### config.mk
export PLATFORM = sky130hd
export DESIGN_NAME = sleep_request_generator_flat
export DESIGN_NICKNAME = d
export VERILOG_FILES = /design/src/rtl/sleep_pkg.sv /design/src/rtl/sleep_request_generator_if.sv /design/src/rtl/sleep_sat_counter.sv /design/src/rtl/sleep_request_generator.sv /design/src/flat_wrapper.sv
export SDC_FILE = /design/constraint.sdc
export NUM_CORES = 1
export LEC_CHECK = 0
export CAP_MARGIN = 20
export CORE_UTILIZATION = 60
export CTS_BUF_LIST = sky130_fd_sc_hd__clkbuf_4 sky130_fd_sc_hd__clkbuf_8
export DETAILED_ROUTE_END_ITERATION = 10
export PLACE_DENSITY = 0.85
export SYNTH_ARGS = -nofsm -noshare
export SYNTH_HDL_FRONTEND = slang
export SYNTH_SLANG_ARGS = --single-unit
### constraint.sdc
create_clock -name clk -period 4.91 [get_ports clk]
set_input_delay 0.982 -clock clk [delete_from_list [all_inputs] [get_ports clk]]
set_output_delay 0.982 -clock clk [all_outputs]
set_load 0.03 [all_outputs]
### src/rtl/sleep_pkg.sv
// Shared encodings for the sleep request generator and the sleep controller it talks to.
package sleep_pkg;
  localparam int WAKE_SRC_W   = 4;
  localparam int WAKE_CAUSE_W = 5;
  localparam int CNT_W        = 8;

  localparam logic ST_ACTIVE = 1'b0;
  localparam logic ST_SLEEP  = 1'b1;

  typedef enum logic [1:0] {
    S_RUN       = 2'd0,
    S_REQ_SLEEP = 2'd1,
    S_ASLEEP    = 2'd2,
    S_REQ_WAKE  = 2'd3
  } slp_state_e;
endpackage

### src/rtl/sleep_request_generator_if.sv
// Core/controller-facing signals of the sleep request generator.
interface sleep_request_generator_if;
  import sleep_pkg::*;

  logic                    pipeline_idle;
  logic                    sw_sleep;
  logic [WAKE_SRC_W-1:0]   wake_src;
  logic                    sleep_state_in;
  logic                    sleep_request;
  logic                    wakeup_request;
  logic [WAKE_CAUSE_W-1:0] wake_cause;
  logic                    req_timeout;

  modport slave (
    input  pipeline_idle, sw_sleep, wake_src, sleep_state_in,
    output sleep_request, wakeup_request, wake_cause, req_timeout
  );

  modport master (
    output pipeline_idle, sw_sleep, wake_src, sleep_state_in,
    input  sleep_request, wakeup_request, wake_cause, req_timeout
  );
endinterface

### src/rtl/sleep_sat_counter.sv
// Saturating up-counter with synchronous clear; clear beats increment.
module sleep_sat_counter #(
  parameter int W = 8
) (
  input  logic         clk,
  input  logic         rst,
  input  logic         clr_i,
  input  logic         inc_i,
  output logic [W-1:0] cnt_o
);
  logic [W-1:0] cnt_q, cnt_d;

  always_comb begin
    cnt_d = cnt_q;
    if (clr_i)                     cnt_d = '0;
    else if (inc_i && cnt_q != '1) cnt_d = cnt_q + 1'b1;
  end

  always_ff @(posedge clk) begin
    if (rst) cnt_q <= '0;
    else     cnt_q <= cnt_d;
  end

  assign cnt_o = cnt_q;
endmodule

### src/rtl/sleep_request_generator.sv
// Idle/WFI driven sleep-request FSM with wake handling and ack timeout.
// Optional auto-wake timer in ASLEEP when SLEEP_WAKE_TIMER_EN is defined.
module sleep_request_generator
  import sleep_pkg::*;
#(
  parameter int IDLE_THRESHOLD = 16,
  parameter int ACK_TIMEOUT    = 8,
  parameter int WAKE_TIMER     = 1024
) (
  input logic                      clk,
  input logic                      rst,
  sleep_request_generator_if.slave bus
);
  localparam logic [CNT_W-1:0] IDLE_LAST = CNT_W'(IDLE_THRESHOLD - 1);
  localparam logic [CNT_W-1:0] ACK_LAST  = CNT_W'(ACK_TIMEOUT - 1);

  slp_state_e              state_q, state_d;
  logic                    sreq_q, wreq_q, to_q, to_d;
  logic [WAKE_CAUSE_W-1:0] cause_q, cause_d;
  logic [WAKE_SRC_W-1:0]   pend_q, pend_d, src_eff;
  logic [CNT_W-1:0]        idle_cnt, ack_cnt;
  logic                    tmr_fire;

  sleep_sat_counter #(.W(CNT_W)) u_idle_cnt (
    .clk   (clk),
    .rst   (rst),
    .clr_i (!bus.pipeline_idle || state_q != S_RUN || state_d != S_RUN),
    .inc_i (bus.pipeline_idle),
    .cnt_o (idle_cnt)
  );

  // Restarts on every state change, so each request phase times out independently.
  sleep_sat_counter #(.W(CNT_W)) u_ack_cnt (
    .clk   (clk),
    .rst   (rst),
    .clr_i (state_d != state_q),
    .inc_i (state_q == S_REQ_SLEEP || state_q == S_REQ_WAKE),
    .cnt_o (ack_cnt)
  );

`ifdef SLEEP_WAKE_TIMER_EN
  localparam int                TMR_W    = $clog2(WAKE_TIMER + 1);
  localparam logic [TMR_W-1:0]  TMR_LAST = TMR_W'(WAKE_TIMER - 1);
  logic [TMR_W-1:0] tmr_q, tmr_d;

  assign tmr_d    = (state_q == S_ASLEEP) ? tmr_q + 1'b1 : '0;
  assign tmr_fire = (state_q == S_ASLEEP) && (tmr_q == TMR_LAST);

  always_ff @(posedge clk) begin
    if (rst) tmr_q <= '0;
    else     tmr_q <= tmr_d;
  end
`else
  // WAKE_TIMER is always positive, so this is a constant 0.
  assign tmr_fire = (WAKE_TIMER < 0);
`endif

  // Wakes seen while still requesting sleep are held until ASLEEP is reached.
  assign src_eff = bus.wake_src | pend_q;

  always_comb begin
    state_d = state_q;
    cause_d = cause_q;
    pend_d  = pend_q;
    to_d    = 1'b0;
    case (state_q)
      S_RUN: begin
        if (bus.wake_src == '0 &&
            (bus.sw_sleep || (bus.pipeline_idle && idle_cnt >= IDLE_LAST))) begin
          state_d = S_REQ_SLEEP;
          cause_d = '0;
          pend_d  = '0;
        end
      end
      S_REQ_SLEEP: begin
        pend_d = pend_q | bus.wake_src;
        if (bus.sleep_state_in == ST_SLEEP) begin
          state_d = S_ASLEEP;
        end else if (ack_cnt >= ACK_LAST) begin
          state_d = S_RUN;
          to_d    = 1'b1;
        end
      end
      S_ASLEEP: begin
        if (src_eff != '0 || tmr_fire) begin
          state_d = S_REQ_WAKE;
          cause_d = {tmr_fire, src_eff};
          pend_d  = '0;
        end
      end
      S_REQ_WAKE: begin
        if (bus.sleep_state_in == ST_ACTIVE) begin
          state_d = S_RUN;
        end else if (ack_cnt >= ACK_LAST) begin
          state_d = S_RUN;
          to_d    = 1'b1;
        end
      end
      default: state_d = S_RUN;
    endcase
  end

  always_ff @(posedge clk) begin
    if (rst) begin
      state_q <= S_RUN;
      sreq_q  <= 1'b0;
      wreq_q  <= 1'b0;
      to_q    <= 1'b0;
      cause_q <= '0;
      pend_q  <= '0;
    end else begin
      state_q <= state_d;
      sreq_q  <= (state_d == S_REQ_SLEEP);
      wreq_q  <= (state_d == S_REQ_WAKE);
      to_q    <= to_d;
      cause_q <= cause_d;
      pend_q  <= pend_d;
    end
  end

  assign bus.sleep_request  = sreq_q;
  assign bus.wakeup_request = wreq_q;
  assign bus.wake_cause     = cause_q;
  assign bus.req_timeout    = to_q;
endmodule
### src/flat_wrapper.sv
// flat-port wrapper written by rule: the top's interface ports become plain ports
module sleep_request_generator_flat import sleep_pkg::*;
#(
  parameter int IDLE_THRESHOLD = 16,
  parameter int ACK_TIMEOUT    = 8,
  parameter int WAKE_TIMER     = 1024
)
  (clk, rst, bus_pipeline_idle, bus_sw_sleep, bus_wake_src, bus_sleep_state_in, bus_sleep_request, bus_wakeup_request, bus_wake_cause, bus_req_timeout);
  sleep_request_generator_if bus_i ();
  input logic clk;
  input logic rst;
  input wire logic [$bits(bus_i.pipeline_idle)-1:0] bus_pipeline_idle;
  input wire logic [$bits(bus_i.sw_sleep)-1:0] bus_sw_sleep;
  input wire logic [$bits(bus_i.wake_src)-1:0] bus_wake_src;
  input wire logic [$bits(bus_i.sleep_state_in)-1:0] bus_sleep_state_in;
  output wire logic [$bits(bus_i.sleep_request)-1:0] bus_sleep_request;
  output wire logic [$bits(bus_i.wakeup_request)-1:0] bus_wakeup_request;
  output wire logic [$bits(bus_i.wake_cause)-1:0] bus_wake_cause;
  output wire logic [$bits(bus_i.req_timeout)-1:0] bus_req_timeout;
  assign bus_i.pipeline_idle = bus_pipeline_idle;
  assign bus_i.sw_sleep = bus_sw_sleep;
  assign bus_i.wake_src = bus_wake_src;
  assign bus_i.sleep_state_in = bus_sleep_state_in;
  assign bus_sleep_request = bus_i.sleep_request;
  assign bus_wakeup_request = bus_i.wakeup_request;
  assign bus_wake_cause = bus_i.wake_cause;
  assign bus_req_timeout = bus_i.req_timeout;
  sleep_request_generator #(.IDLE_THRESHOLD(IDLE_THRESHOLD), .ACK_TIMEOUT(ACK_TIMEOUT), .WAKE_TIMER(WAKE_TIMER)) u_core (.clk(clk), .rst(rst), .bus(bus_i));
endmodule
==> insert_results.sql <==
INSERT INTO impl_metrics (metric_group, metric, value, unit) VALUES
('worst_setup_path', 'worst-endpoint-required', '5.15', 'ns'),
('global_routing', 'grt-ovfl-total', '0', ''),
('global_routing', 'first_global_vias', '1128', ''),
('cts', 'cts_root_buffer', 'sky130_fd_sc_hd__clkbuf_4', ''),
('worst_setup_path', 'reg2reg_setup_slack', '3.05', 'ns'),
('worst_setup_path', 'critical_path.startpoint_type', 'primary input', ''),
('status', 'run_status', 'completed', ''),
('placement', 'post-dp-hpwl', '2120', 'um'),
('worst_setup_path', 'crit_path_start', 'bus_wake_src[0]', ''),
('cts', 'post_cts_buffers', '0', ''),
('cts', 'ctsHoldBuffers', '0', ''),
('power_and_ir_drop', 'vdd_ir_drop_max', '223', 'uV'),
('timing', 'setup_total_negative_slack', '0', 'ns'),
('worst_setup_path', 'worst_r2r_path_depth', '5', ''),
('floorplan', 'die_height', '50.5', 'um'),
('floorplan', 'die_width', '50.5', 'um'),
('cts', 'bufs_on_longest_clock_path', '2', ''),
('yosys', 'post_synth_inst_count', '155', ''),
('placement', 'place.gp.congestion', '0.915', ''),
('layout', 'layout.cells.non_filler', '200', ''),
('yosys', 'synthArstFlopShare', '0', ''),
('placement', 'port_buffers', '15', ''),
('drt', 'drt_pre_antenna_iters', '4', ''),
('worst_setup_path', 'path_max_fanout', '8', ''),
('worst_setup_path', 'reg2reg_from', 'u_core.u_ack_cnt.cnt_o[0]', ''),
('cts', 'tritoncts', 'yes', ''),
('timing', 'worst_pin_slew', '0.809', 'ns'),
('layout', 'synthToLayoutAreaGrowth', '15.7', '%'),
('global_routing', 'grt_antenna_before_repair', '0', ''),
('global_routing', 'overall_fraction_of_global_route_tracks_in_use', '0.252', ''),
('drt', 'route.antenna.remaining_nets', '0', ''),
('timing', 'maxSlewHeadroom', '0.447', ''),
('floorplan', 'floorplan.rows', '17', ''),
('floorplan', 'die_area', '0.00255', 'mm2'),
('yosys', 'synthesis.area_per_instance', '9.11', 'um2'),
('timing', 'fin_crit_sh', '0.529', ''),
('layout', 'antenna_cells_inserted', '0', ''),
('global_routing', 'grt_start_max_net_pins', '14', ''),
('cts', 'number_of_sinks_driven_by_the_clock_tree', '29', ''),
('cts', 'cts.reportedPaths.clkPinSlew', '0.09', 'ns'),
('worst_setup_path', 'critical_path.reg2reg.endpoint', 'u_core.u_ack_cnt.cnt_o[6]', ''),
('layout', 'fill_cells', '171', ''),
('timing', 'worst_clock_skew', '0.00561', 'ns'),
('floorplan', 'placeableCoreArea', '0.00221', 'mm2'),
('flow_run', 'maxCapViolations', '0', ''),
('timing', 'period_minus_slack', '2.60', 'ns'),
('hold_path', 'hold_class', 'reg -> reg', ''),
('timing', 'finalSetupViolCount', '0', ''),
('placement', 'dp.cells', '193', ''),
('cts', 'maximum_level_of_the_cts_h_tree', '2', ''),
('worst_setup_path', 'timing.setup.critical_path_class', 'in -> reg', ''),
('worst_setup_path', 'endpoint', 'u_core.u_ack_cnt.cnt_o[6]', ''),
('yosys', 'synth_enable_flop_cells', '0', ''),
('cts', 'cts-resized-gates', '0', ''),
('drt', 'drt-total-wl', '2900', 'um'),
('power_and_ir_drop', 'power.static_leakage', '0.584', 'nW'),
('layout', 'drive_above_1_share', '0.0814', ''),
('worst_setup_path', 'worstPathArrival', '2.84', 'ns'),
('drt', 'avgViaCountPerCell', '6.17', ''),
('yosys', 'yosys_most_used_dff', 'sky130_fd_sc_hd__dfxtp_1', ''),
('yosys', 'yosysSeqAreaShare', '0.411', ''),
('yosys', 'synth.net_count', '166', ''),
('drt', 'post-route-drc-count', '0', ''),
('drt', 'route.vias.total', '1233', ''),
('cts', 'worst_skew_pair.late_latency', '0.32', 'ns'),
('timing', 'rsz0062_at_grt', 'false', ''),
('yosys', 'ys_types', '43', ''),
('yosys', 'yosys_warnings', '0', ''),
('cts', 'tritoncts.num_buffers', '5', ''),
('layout', 'net_total_in_the_final_layout', '183', ''),
('timing', 'timing.final.hold_violations', '0', ''),
('timing', 'maxSlewViolCount', '0', ''),
('floorplan', 'num_io_pins', '17', ''),
('yosys', 'ys_seq_elements', '29', ''),
('yosys', 'post_synth_instance_area', '0.00141', 'mm2'),
('power_and_ir_drop', 'power_density_of_the_placed_cells', '295', 'mW/mm2'),
('timing', 'clock.fmax', '385', 'MHz'),
('drt', 'wire_per_inst', '14.5', 'um'),
('floorplan', 'initial_utilization', '0.639', ''),
('worst_setup_path', 'endpoint_type_of_the_worst_setup_path', 'flop', ''),
('global_routing', 'grt_pass1_wl', '4760', 'um'),
('drt', 'initialDrtViolationCount', '25', '');
## worst min path at each step
stage | startpoint | endpoint | slack (ns) | cells past startpoint
finish | u_core.bus.wake_cause[0] | u_core.bus.wake_cause[0] | 0.47 | 2
global route | u_core.pend_q[1] | u_core.pend_q[1] | 0.51 | 1
CTS | u_core.bus.wake_cause[0] | u_core.bus.wake_cause[0] | 0.48 | 2
detailed placement | u_core.bus.wake_cause[0] | u_core.bus.wake_cause[0] | 0.46 | 2
global placement | u_core.bus.wake_cause[3] | u_core.bus.wake_cause[3] | 0.46 | 2
floorplan | u_core.pend_q[0] | u_core.pend_q[0] | 0.46 | 1
## sequential cells by signal, indices dropped and copies added, names as in the netlist
signal                     flops
u_core.bus.req_timeout         1
u_core.bus.sleep_request       1
u_core.bus.wakeup_request      1
u_core.bus.wake_cause          4
u_core.u_ack_cnt.cnt_o         8
u_core.state_q                 2
u_core.u_idle_cnt.cnt_o        8
u_core.pend_q                  4
## cells in the mapped netlist, types with 2 or more instances
library cell	number	area, um2
sky130_fd_sc_hd__nor2_1	10	37.5
sky130_fd_sc_hd__o21ai_0	14	70.1
sky130_fd_sc_hd__dfxtp_1	29	581
sky130_fd_sc_hd__a22o_1	4	35.0
sky130_fd_sc_hd__o211ai_1	2	15.0
sky130_fd_sc_hd__inv_1	9	33.8
sky130_fd_sc_hd__a211oi_1	3	22.5
sky130_fd_sc_hd__and4_1	3	26.3
sky130_fd_sc_hd__clkbuf_1	3	11.3
sky130_fd_sc_hd__xor2_1	5	43.8
sky130_fd_sc_hd__nand3_1	8	40.0
sky130_fd_sc_hd__and3_1	5	31.3
sky130_fd_sc_hd__nand4_1	2	12.5
sky130_fd_sc_hd__nor3_1	10	50.1
sky130_fd_sc_hd__a21oi_1	6	30.0
sky130_fd_sc_hd__mux2i_1	6	60.1
sky130_fd_sc_hd__nand2b_1	2	12.5
sky130_fd_sc_hd__xnor2_1	2	17.5
sky130_fd_sc_hd__nand2_1	5	18.8
sky130_fd_sc_hd__nor4b_2	2	30.0
sky130_fd_sc_hd__ha_1	2	25.0
sky130_fd_sc_hd__nor4_1	2	12.5
## logic make-up (layout without fill, tap and decap cells)
logic type,after synthesis,count (layout),share of synthesized area
simple gates,55,55,0.241
xor+xnor,7,7,0.0434
flops,29,29,0.411
mux,6,6,0.0425
other cells,1,1,0.00265
compound gates,41,41,0.202
fa+ha+maj,2,2,0.0177
buf+inv,14,31,0.0399
## through the flow
stage / util / hold WS (ns) / cell area (um2) / power (mW) / setup slack (ns)
6_report: 0.739 / 0.474 / 1630 / 0.482 / 2.31
5_1_grt: 0.739 / 0.514 / 1630 / 0.503 / 2.10
4_1_cts: 0.739 / 0.479 / 1630 / 0.485 / 2.31
3_5_place_dp: 0.712 / 0.464 / 1580 / 0.338 / 2.00
3_3_place_gp: 0.712 / 0.456 / 1580 / 0.335 / 2.12
2_1_floorplan: - / 0.459 / 1410 / 0.311 / 2.73
## power by group
part,switching [mW],internal (mW)
clock network,0.0759,0.0730
logic,0.0453,0.0314
registers,0.0109,0.246
## critical path, cell delays in order
cell,delay (ns)
sky130_fd_sc_hd__clkdlybuf4s50_1,0.49
sky130_fd_sc_hd__nor4_4,0.54
sky130_fd_sc_hd__a31oi_1,0.25
sky130_fd_sc_hd__a21boi_2,0.27
sky130_fd_sc_hd__nor4b_2,0.29
## placed cells by master (no fill, tap or decap), drive strengths merged, types with 4 or more instances in the layout
cell type,n
clkbuf,7
a22o,4
dfxtp,29
nand3,8
clkdlybuf4s50,15
and3,5
inv,9
xor2,5
o21ai,14
a21oi,6
nor2,10
nand2,5
nor3,10
mux2i,6
## area by class of cell
class	count	area [um2]	share of cell area
clock buffer	7	58.8	0.0360
inverter	9	33.8	0.0207
multi-input combinational	112	776	0.475
sequential	29	581	0.355
tap	28	35.0	0.0214
timing repair buffer	15	150	0.0919
## metal layers
metal / track usage / vias to the layer above / wire (um)
met1: 0.272 / 570 / 1250
met3: 0.0939 / 8 / 153
met4: 0.120 / 0 / 65
li1: - / 608 / -
met5: 0 / - / 0
met2: 0.431 / 47 / 1440
Power figures use the tool's default switching activity.
